## src/rtl/clk_div_ctrl.sv

```systemverilog
// Run-time controller for an I_CLK divider: programmable half-period O_CLK,
// free-run or burst mode, config changes applied only at period boundaries.
module clk_div_ctrl #(
    parameter int CNT_W    = 16,
    parameter int DEF_HALF = 20,
    parameter int BURST_W  = 8
) (
    input  logic               I_CLK,
    input  logic               rst,
    input  logic               cfg_valid,
    output logic               cfg_ready,
    input  logic [CNT_W-1:0]   cfg_half,
    input  logic [BURST_W-1:0] cfg_burst,
    input  logic               start,
    input  logic               stop,
    output logic               O_CLK,
    output logic               O_TICK,
    output logic               busy,
    output logic               done,
    output logic               cfg_err
);

    localparam logic [CNT_W-1:0] DEF_H = CNT_W'(DEF_HALF);

    typedef enum logic {
        ST_IDLE = 1'b0,
        ST_RUN  = 1'b1
    } state_t;

    state_t state_q, state_d;

    logic [CNT_W-1:0]   half_q, half_d;
    logic [BURST_W-1:0] burst_q, burst_d;
    logic [CNT_W-1:0]   sh_half_q, sh_half_d;
    logic [BURST_W-1:0] sh_burst_q, sh_burst_d;
    logic               sh_full_q, sh_full_d;
    logic [CNT_W-1:0]   phase_q, phase_d;
    logic [BURST_W-1:0] period_q, period_d;
    logic               stop_q, stop_d;
    logic               clk_q, clk_d;
    logic               tick_q, tick_d;
    logic               busy_q, busy_d;
    logic               done_q, done_d;
    logic               err_q, err_d;
    logic               ready_q, ready_d;

    logic accept_s;
    logic legal_s;
    logic phase_last_s;
    logic last_period_s;

    assign accept_s      = cfg_valid & ready_q;
    assign legal_s       = accept_s & (cfg_half != {CNT_W{1'b0}});
    assign phase_last_s  = (phase_q == (half_q - CNT_W'(1)));
    assign last_period_s = (burst_q != {BURST_W{1'b0}}) &&
                           (period_q == (burst_q - BURST_W'(1)));

    // State and output registers.
    always_ff @(posedge I_CLK or posedge rst) begin
        if (rst) begin
            state_q    <= ST_IDLE;
            half_q     <= DEF_H;
            burst_q    <= {BURST_W{1'b0}};
            sh_half_q  <= {CNT_W{1'b0}};
            sh_burst_q <= {BURST_W{1'b0}};
            sh_full_q  <= 1'b0;
            phase_q    <= {CNT_W{1'b0}};
            period_q   <= {BURST_W{1'b0}};
            stop_q     <= 1'b0;
            clk_q      <= 1'b0;
            tick_q     <= 1'b0;
            busy_q     <= 1'b0;
            done_q     <= 1'b0;
            err_q      <= 1'b0;
            ready_q    <= 1'b1;
        end else begin
            state_q    <= state_d;
            half_q     <= half_d;
            burst_q    <= burst_d;
            sh_half_q  <= sh_half_d;
            sh_burst_q <= sh_burst_d;
            sh_full_q  <= sh_full_d;
            phase_q    <= phase_d;
            period_q   <= period_d;
            stop_q     <= stop_d;
            clk_q      <= clk_d;
            tick_q     <= tick_d;
            busy_q     <= busy_d;
            done_q     <= done_d;
            err_q      <= err_d;
            ready_q    <= ready_d;
        end
    end

    // Next-state and next-output logic.
    always_comb begin
        state_d    = state_q;
        half_d     = half_q;
        burst_d    = burst_q;
        sh_half_d  = sh_half_q;
        sh_burst_d = sh_burst_q;
        sh_full_d  = sh_full_q;
        phase_d    = phase_q;
        period_d   = period_q;
        stop_d     = stop_q;
        clk_d      = clk_q;
        tick_d     = 1'b0;
        done_d     = 1'b0;
        err_d      = accept_s & (cfg_half == {CNT_W{1'b0}});

        case (state_q)
            ST_IDLE: begin
                clk_d    = 1'b0;
                phase_d  = {CNT_W{1'b0}};
                period_d = {BURST_W{1'b0}};
                stop_d   = 1'b0;
                if (legal_s) begin
                    half_d  = cfg_half;
                    burst_d = cfg_burst;
                end else begin
                    half_d  = half_q;
                    burst_d = burst_q;
                end
                if (start && !stop) begin
                    state_d = ST_RUN;
                    clk_d   = 1'b1;
                    tick_d  = 1'b1;
                end else begin
                    state_d = ST_IDLE;
                end
            end

            ST_RUN: begin
                if (stop) begin
                    stop_d = 1'b1;
                end else begin
                    stop_d = stop_q;
                end
                if (legal_s) begin
                    sh_half_d  = cfg_half;
                    sh_burst_d = cfg_burst;
                    sh_full_d  = 1'b1;
                end else begin
                    sh_full_d  = sh_full_q;
                end

                if (!phase_last_s) begin
                    phase_d = phase_q + CNT_W'(1);
                end else if (clk_q) begin
                    phase_d = {CNT_W{1'b0}};
                    clk_d   = 1'b0;
                end else if (stop_q || stop || last_period_s) begin
                    // Run ends; any pending config is promoted so none is lost
                    // and IDLE always starts with an empty shadow slot.
                    phase_d   = {CNT_W{1'b0}};
                    period_d  = {BURST_W{1'b0}};
                    state_d   = ST_IDLE;
                    clk_d     = 1'b0;
                    stop_d    = 1'b0;
                    done_d    = 1'b1;
                    sh_full_d = 1'b0;
                    if (legal_s) begin
                        half_d  = cfg_half;
                        burst_d = cfg_burst;
                    end else if (sh_full_q) begin
                        half_d  = sh_half_q;
                        burst_d = sh_burst_q;
                    end else begin
                        half_d  = half_q;
                        burst_d = burst_q;
                    end
                end else begin
                    phase_d = {CNT_W{1'b0}};
                    clk_d   = 1'b1;
                    tick_d  = 1'b1;
                    if (sh_full_q) begin
                        half_d    = sh_half_q;
                        burst_d   = sh_burst_q;
                        sh_full_d = 1'b0;
                        period_d  = {BURST_W{1'b0}};
                    end else if (burst_q != {BURST_W{1'b0}}) begin
                        period_d = period_q + BURST_W'(1);
                    end else begin
                        period_d = period_q;
                    end
                end
            end

            default: begin
                state_d = ST_IDLE;
                clk_d   = 1'b0;
            end
        endcase

        busy_d  = (state_d == ST_RUN);
        ready_d = ~sh_full_d;
    end

    assign O_CLK     = clk_q;
    assign O_TICK    = tick_q;
    assign busy      = busy_q;
    assign done      = done_q;
    assign cfg_err   = err_q;
    assign cfg_ready = ready_q;

endmodule

```

## config.mk

```make
export PLATFORM = sky130hd
export DESIGN_NAME = clk_div_ctrl
export DESIGN_NICKNAME = d
export VERILOG_FILES = /design/src/rtl/clk_div_ctrl.sv
export SDC_FILE = /design/constraint.sdc
export NUM_CORES = 1
export LEC_CHECK = 0
export CORE_MARGIN = 4
export CORE_UTILIZATION = 59
export DETAILED_ROUTE_END_ITERATION = 10
export PLACE_DENSITY = 0.83
export SYNTH_ARGS = -nofsm -noshare
export SYNTH_HDL_FRONTEND = slang
export SYNTH_SLANG_ARGS = --single-unit
```

## constraint.sdc

```tcl
create_clock -name I_CLK -period 7.02 [get_ports I_CLK]
set_input_delay 1.755 -clock I_CLK [delete_from_list [all_inputs] [get_ports I_CLK]]
set_output_delay 1.755 -clock I_CLK [all_outputs]
set_load 0.1 [all_outputs]
```

==> summary.txt, run 1 <==
Clock network
  • Clock Latency Late Sink: 0.35 ns
  • Buffer cell driving the clock tree root: sky130_fd_sc_hd__clkbuf_8
  • CTS H-Tree Depth: 3
  • Clock-pin slew on the worst setup and hold paths: 0.09 ns
  • Number of gates resized after cts: 0
  • Num CTS Buffers: 9
  • Clk sinks: 80
  • Clock Tree Buf Depth: 2
  • Hold buffer count at CTS: 0
  • Buffers inserted during post-CTS setup optimization: 0
  • TritonCTS clock tree: done

Floorplanning
  • Number of top-level pins: 35
  • Total die area: 8870 um2
  • Die Ht: 94.2 um
  • Area of the core: 7250 um2
  • Starting density of the core: 0.604
  • Width of the die: 94.2 um
  • Number of placement rows: 31

Yosys
  • Synth Area in Compound Gates: 0.193
  • Post-synthesis net count: 440
  • Syn Inst Count: 407
  • Simple-gate share of the synthesized area: 0.152
  • Sequential fraction of the synthesis area: 0.457
  • Leading register cell type out of synthesis: sky130_fd_sc_hd__dfrtp_1
  • Share of cell area taken by muxes after synthesis: 0.0642
  • Yosys top cell area share: 0.439
  • Combinational family with the most area after synthesis: compound AO/OA/AOI/OAI gates
  • Synthesis-stage register bit count: 80
  • Netlist cell types: 53
  • Post-Syn Area per Cell: 10.8 um2
  • Post-Synth XOR/XNOR Area: 0.0919
  • Cell types with the largest area share after synthesis: sky130_fd_sc_hd__dfrtp_1 44%, sky130_fd_sc_hd__a2bb2oi_2 6.8%, sky130_fd_sc_hd__mux2_2 6.4%
  • Biggest area consumer among synthesized cells: sky130_fd_sc_hd__dfrtp_1
  • Synthesized-area fraction occupied by adder cells: 0.0114
  • EDFF count, synth: 0
  • Post-Synthesis Cell Area: 4380 um2
  • Post-synth ARST share: 1.00
  • Synthesis Warnings: 0

Worst setup path
  • Critical path capture point type: register
  • CP endpoint: burst_q[7]
  • Arrival time of the worst setup path: 5.02 ns
  • Launch point of the worst path: cfg_half[7]
  • Endpoint of the lowest-slack register-to-register path: burst_q[7]
  • Reg-to-reg slack, setup: 2.96 ns
  • Element type at the critical path start: input port
  • Critical Path Fanout Max: 25
  • Reg2Reg Depth: 8
  • Data required time of the worst path: 7.31 ns
  • Origin of the critical flop-to-flop path: half_q[3]
  • Crit Path Class: in -> reg

Global route
  • Overall global routing resource usage: 0.219
  • Vias in the first global route: 3094
  • Remaining Overflow, GRT: 0
  • Antenna violations before repair: 0
  • Wire length of the first global-routing pass: 15300 um
  • Largest net degree at the start of global routing: 69

Run status
  • Status: completed

Timing
  • Hold Vio Cnt, Final: 0
  • Worst-margin pin slew: 1.23 ns
  • Highest Clock Rate: 212 MHz
  • Number of pins with negative max-slew slack in the final report: 0
  • Number of endpoints failing setup at the final stage: 0
  • Slew margin rel.: 0.175
  • Unrepaired setup endpoints after global routing: false
  • Accumulated negative setup slack: 0 ns
  • Clock period minus final worst setup slack: 4.72 ns
  • WHS: 0.513 ns
  • Layout Skew: 0.0124 ns
  • Final worst-path setup slack: 2.30 ns
  • Final period utilization: 0.673

Run
  • Max-cap check violation count: 0

Min path
  • Min-delay worst type: reg -> reg

Placed design
  • Number of instances in the placed design: 524
  • Worst slack at placement: 1.95 ns
  • Final weighted congestion in routability-driven placement: 0.865
  • Standard cell area after detailed placement: 4770 um2
  • Number of input and output port buffers inserted: 34
  • Estimated wirelength of the detail-placed design: 6430 um

Layout
  • Share of cells above drive strength 1: 0.172
  • Area overhead of the layout relative to synthesis: 13.2%
  • Non-Filler Cell Area, Final: 4960 um2
  • Final layout net count: 469
  • Antenna diode instance count: 0
  • Number of standard cells in the final layout excluding fillers: 540
  • Final cell utilization of the core: 0.684

Pwr
  • Power density relative to cell area: 202 nW/um2
  • Leakage: 1.87 nW
  • Pwr Total: 1.00 mW
  • IR Drop Worst-Case VDD: 176 uV

Drt
  • Vias per inst: 6.06
  • First drt pass iteration count: 4
  • Overall routed net length: 9100 um
  • Via count: 3270
  • Drt initial violations: 268
  • Average wire length per cell after detail routing: 16.8 um
  • Number of remaining DRC errors: 0
  • Antenna violation net count after detailed routing: 0
==> per-layer routing <==
metal,track usage,vias up,routed length (um)
li1,-,1572,-
met1,0.324,1600,4360
met2,0.330,85,4180
met3,0.0296,13,438
met4,0.0746,0,128
met5,0,-,0
==> sequential cells by signal (all words and copies together) (netlist names), named ones only <==
name	count
done	1
stop_q	1
O_TICK	1
burst_q	8
busy	1
phase_q	16
sh_half_q	16
O_CLK	1
half_q	16
cfg_err	1
period_q	8
sh_burst_q	8
cfg_ready	1
==> logic make-up (layout without fill, tap and decap cells) <==
| family | count (synthesis) | in the layout |
|---|---|---|
| AO/OA/AOI/OAI | 94 | 94 |
| adder cells (fa/ha/maj) | 4 | 4 |
| XOR/XNOR | 46 | 46 |
| multiplexers | 25 | 25 |
| AND/OR/NAND/NOR | 128 | 128 |
| buffers and inverters | 30 | 64 |
| flip-flops | 80 | 80 |
==> final cells by class <==
type,count,area [um2]
clock inverter,6,51.3
inverter,12,45.0
fill,555,2290
sequential,80,2010
clock buffer,10,138
multi-input combinational,297,2240
timing repair buffer,36,355
tap,99,124
==> report_power, final <==
group	switching [mW]	leakage, nW	internal [mW]
Clock	0.181	0.0939	0.143
Sequential	0.0266	0.904	0.512
Combinational	0.0695	0.872	0.0725
Total	0.277	1.87	0.728
==> Yosys cell counts, drive strengths merged, types with 6 or more instances <==
cell type / instances
a2bb2oi: 25
nor4: 12
nor3: 10
nand2: 17
mux2: 25
and3: 10
xnor2: 28
inv: 12
o21ai: 8
o22ai: 26
a21oi: 7
nand4: 6
nand3: 22
dfrtp: 77
buf: 7
nor2: 32
xor2: 18
clkbuf: 11
==> worst min path at each step <==
| stage | from | end | slack (ns) | cells after the start |
|---|---|---|---|---|
| 6_report | sh_half_q[0] | sh_half_q[0] | 0.51 | 1 |
| 3_3_place_gp | sh_burst_q[5] | sh_burst_q[5] | 0.49 | 1 |
| 4_1_cts | sh_half_q[8] | sh_half_q[8] | 0.51 | 1 |
| 3_5_place_dp | sh_half_q[8] | sh_half_q[8] | 0.49 | 1 |
| 5_1_grt | sh_half_q[8] | sh_half_q[8] | 0.52 | 1 |
| 2_1_floorplan | sh_burst_q[0] | sh_burst_q[0] | 0.48 | 1 |
==> cell usage in the layout (no fill, tap or decap), types with 5 or more instances in the layout <==
master | Yosys | final
sky130_fd_sc_hd__nor3_1 | 10 | 10
sky130_fd_sc_hd__o21ai_0 | 6 | 6
sky130_fd_sc_hd__a2bb2oi_2 | 20 | 20
sky130_fd_sc_hd__nor4_1 | 12 | 12
sky130_fd_sc_hd__clkbuf_8 | 0 | 10
sky130_fd_sc_hd__nand3_1 | 22 | 22
sky130_fd_sc_hd__xor2_1 | 18 | 18
sky130_fd_sc_hd__clkdlybuf4s50_1 | 0 | 34
sky130_fd_sc_hd__dfrtp_1 | 77 | 77
sky130_fd_sc_hd__o211ai_1 | 5 | 5
sky130_fd_sc_hd__mux2_2 | 25 | 25
sky130_fd_sc_hd__nand2_1 | 17 | 17
sky130_fd_sc_hd__nor2_1 | 32 | 32
sky130_fd_sc_hd__o22ai_1 | 26 | 26
sky130_fd_sc_hd__inv_1 | 12 | 11
sky130_fd_sc_hd__a21oi_1 | 7 | 7
sky130_fd_sc_hd__a2bb2oi_1 | 5 | 5
sky130_fd_sc_hd__and3_1 | 10 | 10
sky130_fd_sc_hd__nand4_1 | 6 | 6
sky130_fd_sc_hd__xnor2_1 | 28 | 28
==> worst max-delay path, cell delays in order <==
cell and delay (ns):
sky130_fd_sc_hd__clkdlybuf4s50_1 0.51, sky130_fd_sc_hd__nor4_1 0.10, sky130_fd_sc_hd__a41oi_1 0.43, sky130_fd_sc_hd__o21ai_0 0.15, sky130_fd_sc_hd__or4_1 0.45, sky130_fd_sc_hd__and2_1 0.47, sky130_fd_sc_hd__a21boi_4 0.88, sky130_fd_sc_hd__o2bb2a_1 0.27
No activity file was read; power rests on OpenSTA's default activity.
==> run 2, diff against run 1 <==
--- a/config.mk
+++ b/config.mk
@@ -6,9 +6,9 @@
 export NUM_CORES = 1
 export LEC_CHECK = 0
 export CORE_MARGIN = 4
-export CORE_UTILIZATION = 59
+export CORE_UTILIZATION = 53
 export DETAILED_ROUTE_END_ITERATION = 10
-export PLACE_DENSITY = 0.83
+export PLACE_DENSITY = 0.79
 export SYNTH_ARGS = -nofsm -noshare
 export SYNTH_HDL_FRONTEND = slang
 export SYNTH_SLANG_ARGS = --single-unit
==> constraint.sdc (replaced) <==
create_clock -name I_CLK -period 3.97 [get_ports I_CLK]
set_input_delay 0.9925 -clock I_CLK [delete_from_list [all_inputs] [get_ports I_CLK]]
set_output_delay 0.9925 -clock I_CLK [all_outputs]
set_load 0.1 [all_outputs]
==> summary.txt, run 2 (synthesis results as in run 1) <==
Run status
  • Status: completed

Clock network
  • TritonCTS clock tree: done
  • Clock Tree Buf Depth: 2 (unchanged)
  • Buffers inserted during post-CTS setup optimization: 0 (unchanged)
  • Buffer cell driving the clock tree root: sky130_fd_sc_hd__clkbuf_8
  • Clock-pin slew on the worst setup and hold paths: 0.08 ns (about the same)
  • CTS H-Tree Depth: 3 (unchanged)
  • Number of gates resized after cts: 0 (unchanged)
  • Num CTS Buffers: 9 (unchanged)
  • Hold buffer count at CTS: 0 (unchanged)
  • Clk sinks: 80 (unchanged)
  • Clock Latency Late Sink: 0.36 ns (about the same)

Layout
  • Leading cell types in the layout, fill and taps excluded: 77 x sky130_fd_sc_hd__dfrtp_1, 33 x sky130_fd_sc_hd__clkdlybuf4s50_1, 32 x sky130_fd_sc_hd__nor2_1, 28 x sky130_fd_sc_hd__xnor2_1, 26 x sky130_fd_sc_hd__o22ai_1
  • Area overhead of the layout relative to synthesis: 14.6%
  • Footprint of the flip-flops and latches: 2010 um2 (unchanged)
  • Number of standard cells in the final layout excluding fillers: 551 (+2.0%)
  • Share of cells above drive strength 1: 0.189 (+0.0170)
  • Antenna diode instance count: 0 (unchanged)
  • Final layout net count: 477 (+1.7%)
  • Multi-input gate area in the final layout: 2240 um2 (unchanged)
  • Fill cell total of the finished layout: 607 (+9.4%)
  • Most common cell after layout, fill and taps aside: sky130_fd_sc_hd__dfrtp_1
  • Biggest regs: half_q: 16 flops, phase_q: 16 flops, sh_half_q: 16 flops

Min path
  • Min-delay worst type: reg -> reg

Worst setup path
  • Element type at the critical path start: input port
  • Data required time of the worst path: 4.25 ns (-3.06 ns)
  • Reg-to-reg slack, setup: 0.71 ns (-2.25 ns)
  • Critical Path Fanout Max: 16 (-36%)
  • Critical path capture point type: register
  • Crit Path Class: in -> reg
  • Arrival time of the worst setup path: 3.67 ns (-1.35 ns)

Global route
  • Overall global routing resource usage: 0.202 (-0.0162)
  • Wire length of the first global-routing pass: 16400 um (+6.9%)
  • Remaining Overflow, GRT: 0 (unchanged)
  • Largest net degree at the start of global routing: 32 (-54%)
  • Vias in the first global route: 3326 (+7.5%)
  • Antenna violations before repair: 0 (unchanged)

Pwr
  • Power density relative to cell area: 356 nW/um2 (+76%)
  • IR Drop Worst-Case VDD: 241 uV (+37%)
  • Leakage: 1.91 nW (+2.1%)

Timing
  • Unrepaired setup endpoints after global routing: false
  • Number of pins with negative max-slew slack in the final report: 0 (unchanged)
  • Highest Clock Rate: 295 MHz
  • Final worst-path setup slack: 0.575 ns (-1.72 ns)
  • Slew margin rel.: 0.337 (+0.162)
  • Final period utilization: 0.855
  • Number of endpoints failing setup at the final stage: 0 (unchanged)
  • Accumulated negative setup slack: 0 ns (unchanged)
  • Layout Skew: 0.00781 ns (-0.00459 ns)
  • Clock period minus final worst setup slack: 3.39 ns
  • Hold Vio Cnt, Final: 0 (unchanged)
  • Worst-margin pin slew: 0.992 ns (-0.235 ns)

Placed design
  • Final weighted congestion in routability-driven placement: 0.902 (+4.3%)
  • Worst slack at placement: 0.174 ns (-1.78 ns)
  • Number of instances in the placed design: 535 (+2.1%)
  • Estimated wirelength of the detail-placed design: 6830 um (+6.3%)
  • Number of input and output port buffers inserted: 34 (unchanged)

Run
  • Max-cap check violation count: 0 (unchanged)

Drt
  • Vias per inst: 6.13 (+1.2%)
  • First drt pass iteration count: 5 (+1)
  • Drt initial violations: 272 (+1.5%)
  • Number of remaining DRC errors: 0 (unchanged)
  • Average wire length per cell after detail routing: 17.3 um (+2.5%)
  • Via count: 3377 (+3.3%)
  • Overall routed net length: 9510 um (+4.6%)
  • Antenna violation net count after detailed routing: 0 (unchanged)

Floorplanning
  • Number of placement rows: 32 (+3.2%)
  • Total die area: 9790 um2 (+10%)
  • Die Ht: 99.0 um (+5.0%)
  • Width of the die: 99.0 um (+5.0%)
  • Area of the core: 7890 um2 (+8.7%)
  • Number of top-level pins: 35 (unchanged)
  • Starting density of the core: 0.556 (-0.0486)
==> run 2: cell count changes in the layout (fill, tap and decap cells not counted) <==
| cell | delta |
|---|---|
| sky130_fd_sc_hd__clkdlybuf4s50_1 | -1 |
| sky130_fd_sc_hd__buf_4 | +9 |
==> run 2: layout make-up <==
| type | instances | area share |
|---|---|---|
| multi-input combinational | 297 | 0.447 |
| sequential | 80 | 0.399 |
| tap | 102 | 0.0254 |
| clock inverter | 6 | 0.0102 |
| clock buffer | 10 | 0.0274 |
| timing repair buffer | 44 | 0.0822 |
| inverter | 12 | 0.00896 |
==> run 2: where the power goes <==
group          switching (mW)  leakage [nW]  internal [mW]
combinational           0.128         0.912          0.131
sequential             0.0456         0.904          0.906
clock                   0.325        0.0939          0.253
total                   0.499          1.91           1.29
==> run 2: worst max-delay path, cell delays in order <==
cell	delay [ns]
sky130_fd_sc_hd__clkdlybuf4s50_1	0.52
sky130_fd_sc_hd__nor4_1	0.10
sky130_fd_sc_hd__a41oi_1	0.44
sky130_fd_sc_hd__o21ai_0	0.16
sky130_fd_sc_hd__or4_1	0.44
sky130_fd_sc_hd__and2_1	0.34
sky130_fd_sc_hd__a21boi_4	0.22
sky130_fd_sc_hd__buf_4	0.27
sky130_fd_sc_hd__a2bb2oi_1	0.19
==> run 2: path summary, 6_finish.rpt <==
kind,start,endpoint,depth (start not counted)
min in group asynchronous,rst,sh_half_q[0],2
worst min register to register,sh_half_q[12],sh_half_q[12],1
worst min-delay path,sh_half_q[12],sh_half_q[12],1
worst max register to register,half_q[3],half_q[13],8
max in group asynchronous,rst,half_q[2],3
worst max-delay path,cfg_half[8],half_q[13],9
==> run 2: stage by stage <==
| step | hold slack [ns] | power [mW] | utilization | cell area (um2) |
|---|---|---|---|---|
| 3_5_place_dp | 0.494 | 1.23 | 0.613 | 4840 |
| 6_report | 0.511 | 1.79 | 0.637 | 5020 |
| 3_3_place_gp | 0.487 | 1.21 | 0.613 | 4840 |
| 4_1_cts | 0.513 | 1.80 | 0.637 | 5020 |
| 5_1_grt | 0.532 | 1.87 | 0.637 | 5020 |
| 2_1_floorplan | 0.480 | 1.14 | - | 4380 |
==> run 2: metal layers <==
| metal | routed length [um] | vias to the layer above | share of wire | track usage |
|---|---|---|---|---|
| li1 | - | 1602 | - | - |
| met1 | 4390 | 1659 | 0.46 | 0.285 |
| met2 | 4550 | 104 | 0.48 | 0.323 |
| met3 | 472 | 12 | 0.050 | 0.0347 |
| met4 | 101 | 0 | 0.011 | 0.0557 |
| met5 | 0 | - | 0 | 0 |
==> run 3, diff against run 2 <==
--- a/config.mk
+++ b/config.mk
@@ -6,9 +6,9 @@
 export NUM_CORES = 1
 export LEC_CHECK = 0
 export CORE_MARGIN = 4
-export CORE_UTILIZATION = 53
+export CORE_UTILIZATION = 58
 export DETAILED_ROUTE_END_ITERATION = 10
-export PLACE_DENSITY = 0.79
+export PLACE_DENSITY = 0.83
 export SYNTH_ARGS = -nofsm -noshare
 export SYNTH_HDL_FRONTEND = slang
 export SYNTH_SLANG_ARGS = --single-unit
==> constraint.sdc (replaced) <==
create_clock -name I_CLK -period 3.4 [get_ports I_CLK]
set_input_delay 0.85 -clock I_CLK [delete_from_list [all_inputs] [get_ports I_CLK]]
set_output_delay 0.85 -clock I_CLK [all_outputs]
set_load 0.1 [all_outputs]
==> summary.txt, run 3 (synthesis results as in run 1) <==
Worst setup path
  • Arrival time of the worst setup path: 3.51 ns (-0.16 ns)
  • Endpoint of the lowest-slack register-to-register path: half_q[14]
  • Reg2Reg Depth: 9 (+1)
  • Reg-to-reg slack, setup: 0.18 ns (-0.53 ns)
  • Origin of the critical flop-to-flop path: half_q[4]
  • Data required time of the worst path: 3.69 ns (-0.56 ns)
  • Critical path capture point type: register
  • Launch point of the worst path: half_q[4]
  • CP endpoint: half_q[14]
  • Critical Path Fanout Max: 16 (unchanged)
  • Element type at the critical path start: register
  • Crit Path Class: reg -> reg

Global route
  • Vias in the first global route: 3508 (+5.5%)
  • Largest net degree at the start of global routing: 34 (+6.3%)
  • Overall global routing resource usage: 0.240 (+0.0373)
  • Remaining Overflow, GRT: 0 (unchanged)
  • Antenna violations before repair: 0 (unchanged)
  • Wire length of the first global-routing pass: 16800 um (+2.7%)

Pwr
  • Leakage: 1.98 nW (+3.9%)
  • IR Drop Worst-Case VDD: 407 uV (+69%)
  • Power density relative to cell area: 429 nW/um2 (+20%)
  • Sw Share: 0.259 (-0.0193)
  • Net Sw Power: 0.570 mW (+14%)
  • Clock power frac: 0.351 (+0.028)
  • Fraction of power consumed by combinational cells: 0.141 (-0.004)
  • Internal power: 1.63 mW (+26%)
  • Power share of the sequential group: 0.508 (-0.024)

Clock network
  • TritonCTS clock tree: done
  • Buffers inserted during post-CTS setup optimization: 0 (unchanged)
  • Buffer cell driving the clock tree root: sky130_fd_sc_hd__clkbuf_8
  • Clock-pin slew on the worst setup and hold paths: 0.09 ns (about the same)
  • Num CTS Buffers: 9 (unchanged)
  • CTS H-Tree Depth: 3 (unchanged)
  • Clock Tree Buf Depth: 2 (unchanged)
  • Clk sinks: 80 (unchanged)
  • Hold buffer count at CTS: 0 (unchanged)
  • Clock Latency Late Sink: 0.37 ns (about the same)
  • Number of gates resized after cts: 0 (unchanged)

Drt
  • Number of remaining DRC errors: 0 (unchanged)
  • Average wire length per cell after detail routing: 17.6 um (+1.9%)
  • First drt pass iteration count: 4 (-1)
  • Via count: 3409 (+0.95%)
  • Overall routed net length: 9770 um (+2.7%)
  • Antenna violation net count after detailed routing: 0 (unchanged)
  • Drt initial violations: 167 (-39%)
  • Vias per inst: 6.14 (+0.22%)

Layout
  • Final layout net count: 485 (+1.7%)
  • Leading cell types in the layout, fill and taps excluded: 77 x sky130_fd_sc_hd__dfrtp_1, 32 x sky130_fd_sc_hd__nor2_1, 28 x sky130_fd_sc_hd__xnor2_1, 28 x sky130_fd_sc_hd__clkdlybuf4s50_1, 26 x sky130_fd_sc_hd__o22ai_1
  • Antenna diode instance count: 0 (unchanged)
  • Share of cells above drive strength 1: 0.211 (+0.0212)
  • Most common cell after layout, fill and taps aside: sky130_fd_sc_hd__dfrtp_1
  • Fill cell total of the finished layout: 540 (-11%)
  • Area overhead of the layout relative to synthesis: 17.0%
  • Multi-input gate area in the final layout: 2240 um2 (unchanged)
  • Biggest regs: half_q: 16 flops, phase_q: 16 flops, sh_half_q: 16 flops
  • Footprint of the flip-flops and latches: 2010 um2 (unchanged)
  • Number of standard cells in the final layout excluding fillers: 555 (+0.73%)

Placed design
  • Number of input and output port buffers inserted: 34 (unchanged)
  • Estimated wirelength of the detail-placed design: 6960 um (+2.0%)
  • Number of instances in the placed design: 540 (+0.93%)
  • Final weighted congestion in routability-driven placement: 0.899 (-0.34%)

Run status
  • Status: completed

Floorplanning
  • Number of placement rows: 31 (-3.1%)
  • Number of top-level pins: 35 (unchanged)
  • Starting density of the core: 0.601 (+0.0454)
  • Total die area: 9010 um2 (-7.9%)
  • Area of the core: 7290 um2 (-7.6%)
  • Width of the die: 94.9 um (-4.1%)
  • Die Ht: 94.9 um (-4.1%)

Timing
  • Final period utilization: 0.947
  • Hold Vio Cnt, Final: 0 (unchanged)
  • Accumulated negative setup slack: 0 ns (unchanged)
  • Clock period minus final worst setup slack: 3.22 ns
  • Layout Skew: 0.00951 ns (+0.00170 ns)
  • Number of endpoints failing setup at the final stage: 0 (unchanged)
  • Unrepaired setup endpoints after global routing: false
  • Highest Clock Rate: 311 MHz
  • Number of pins with negative max-slew slack in the final report: 0 (unchanged)
  • Worst-margin pin slew: 0.700 ns (-0.292 ns)
  • Slew margin rel.: 0.529 (+0.192)

Min path
  • Min-delay worst type: reg -> reg

Run
  • Max-cap check violation count: 0 (unchanged)
run 3: cell count changes in the layout (fill, tap and decap cells not counted), sizes merged:
cell	delta
buf	+13
bufinv	+2
clkdlybuf4s50	-5
clkinv	+1
clkinvlp	-1
inv	-3
run 3: critical path: stages (launching register included):
cell and delay [ns]:
sky130_fd_sc_hd__dfstp_2 0.64, sky130_fd_sc_hd__xnor2_1 0.20, sky130_fd_sc_hd__o21ai_0 0.16, sky130_fd_sc_hd__a2111oi_1 0.43, sky130_fd_sc_hd__buf_4 0.19, sky130_fd_sc_hd__or4b_1 0.51, sky130_fd_sc_hd__o31ai_4 0.24, sky130_fd_sc_hd__a21boi_4 0.38
sky130_fd_sc_hd__buf_12 0.21, sky130_fd_sc_hd__a2bb2oi_1 0.19
run 3: power groups by stage:
| stage | registers (mW) | logic (mW) | clock network (mW) |
|---|---|---|---|
| after floorplan | 1.12 | 0.206 | 0 |
| after global placement | 1.12 | 0.298 | 0 |
| after detailed placement | 1.13 | 0.310 | 0 |
| after CTS | 1.11 | 0.314 | 0.772 |
| after global routing | 1.13 | 0.340 | 0.817 |
| final | 1.12 | 0.309 | 0.771 |
run 3: worst min-delay path by stage:
| stage | start | end | depth (start not counted) |
|---|---|---|---|
| after global routing | sh_half_q[9] | sh_half_q[9] | 1 |
| after CTS | sh_half_q[9] | sh_half_q[9] | 1 |
| after floorplan | sh_burst_q[0] | sh_burst_q[0] | 1 |
| after global placement | sh_burst_q[1] | sh_burst_q[1] | 1 |
| after detailed placement | sh_burst_q[6] | sh_burst_q[6] | 1 |
| final | sh_burst_q[3] | sh_burst_q[3] | 1 |
run 3: routing by layer:
layer	part of all wire	up-vias	GRT usage
met5	0	-	0
met4	0.020	0	0.105
met3	0.046	20	0.0390
met2	0.47	101	0.374
met1	0.46	1682	0.331
li1	-	1606	-
run 3: layout make-up:
cell class,instances,area share
timing repair buffer,52,0.0971
clock buffer,10,0.0249
inverter,12,0.00878
multi-input combinational,297,0.438
clock inverter,5,0.0161
tap,99,0.0242
sequential,80,0.391
run 3: stage by stage:
step | hold slack (ns) | util | power [mW] | cell area [um2] | setup WS [ns]
5_1_grt | 0.527 | 0.703 | 2.28 | 5130 | 0.0301
3_3_place_gp | 0.487 | 0.674 | 1.42 | 4920 | 0.0893
6_report | 0.516 | 0.703 | 2.20 | 5130 | 0.180
2_1_floorplan | 0.480 | - | 1.33 | 4380 | 0.503
4_1_cts | 0.515 | 0.703 | 2.20 | 5130 | 0.207
3_5_place_dp | 0.495 | 0.674 | 1.44 | 4920 | 0.0124
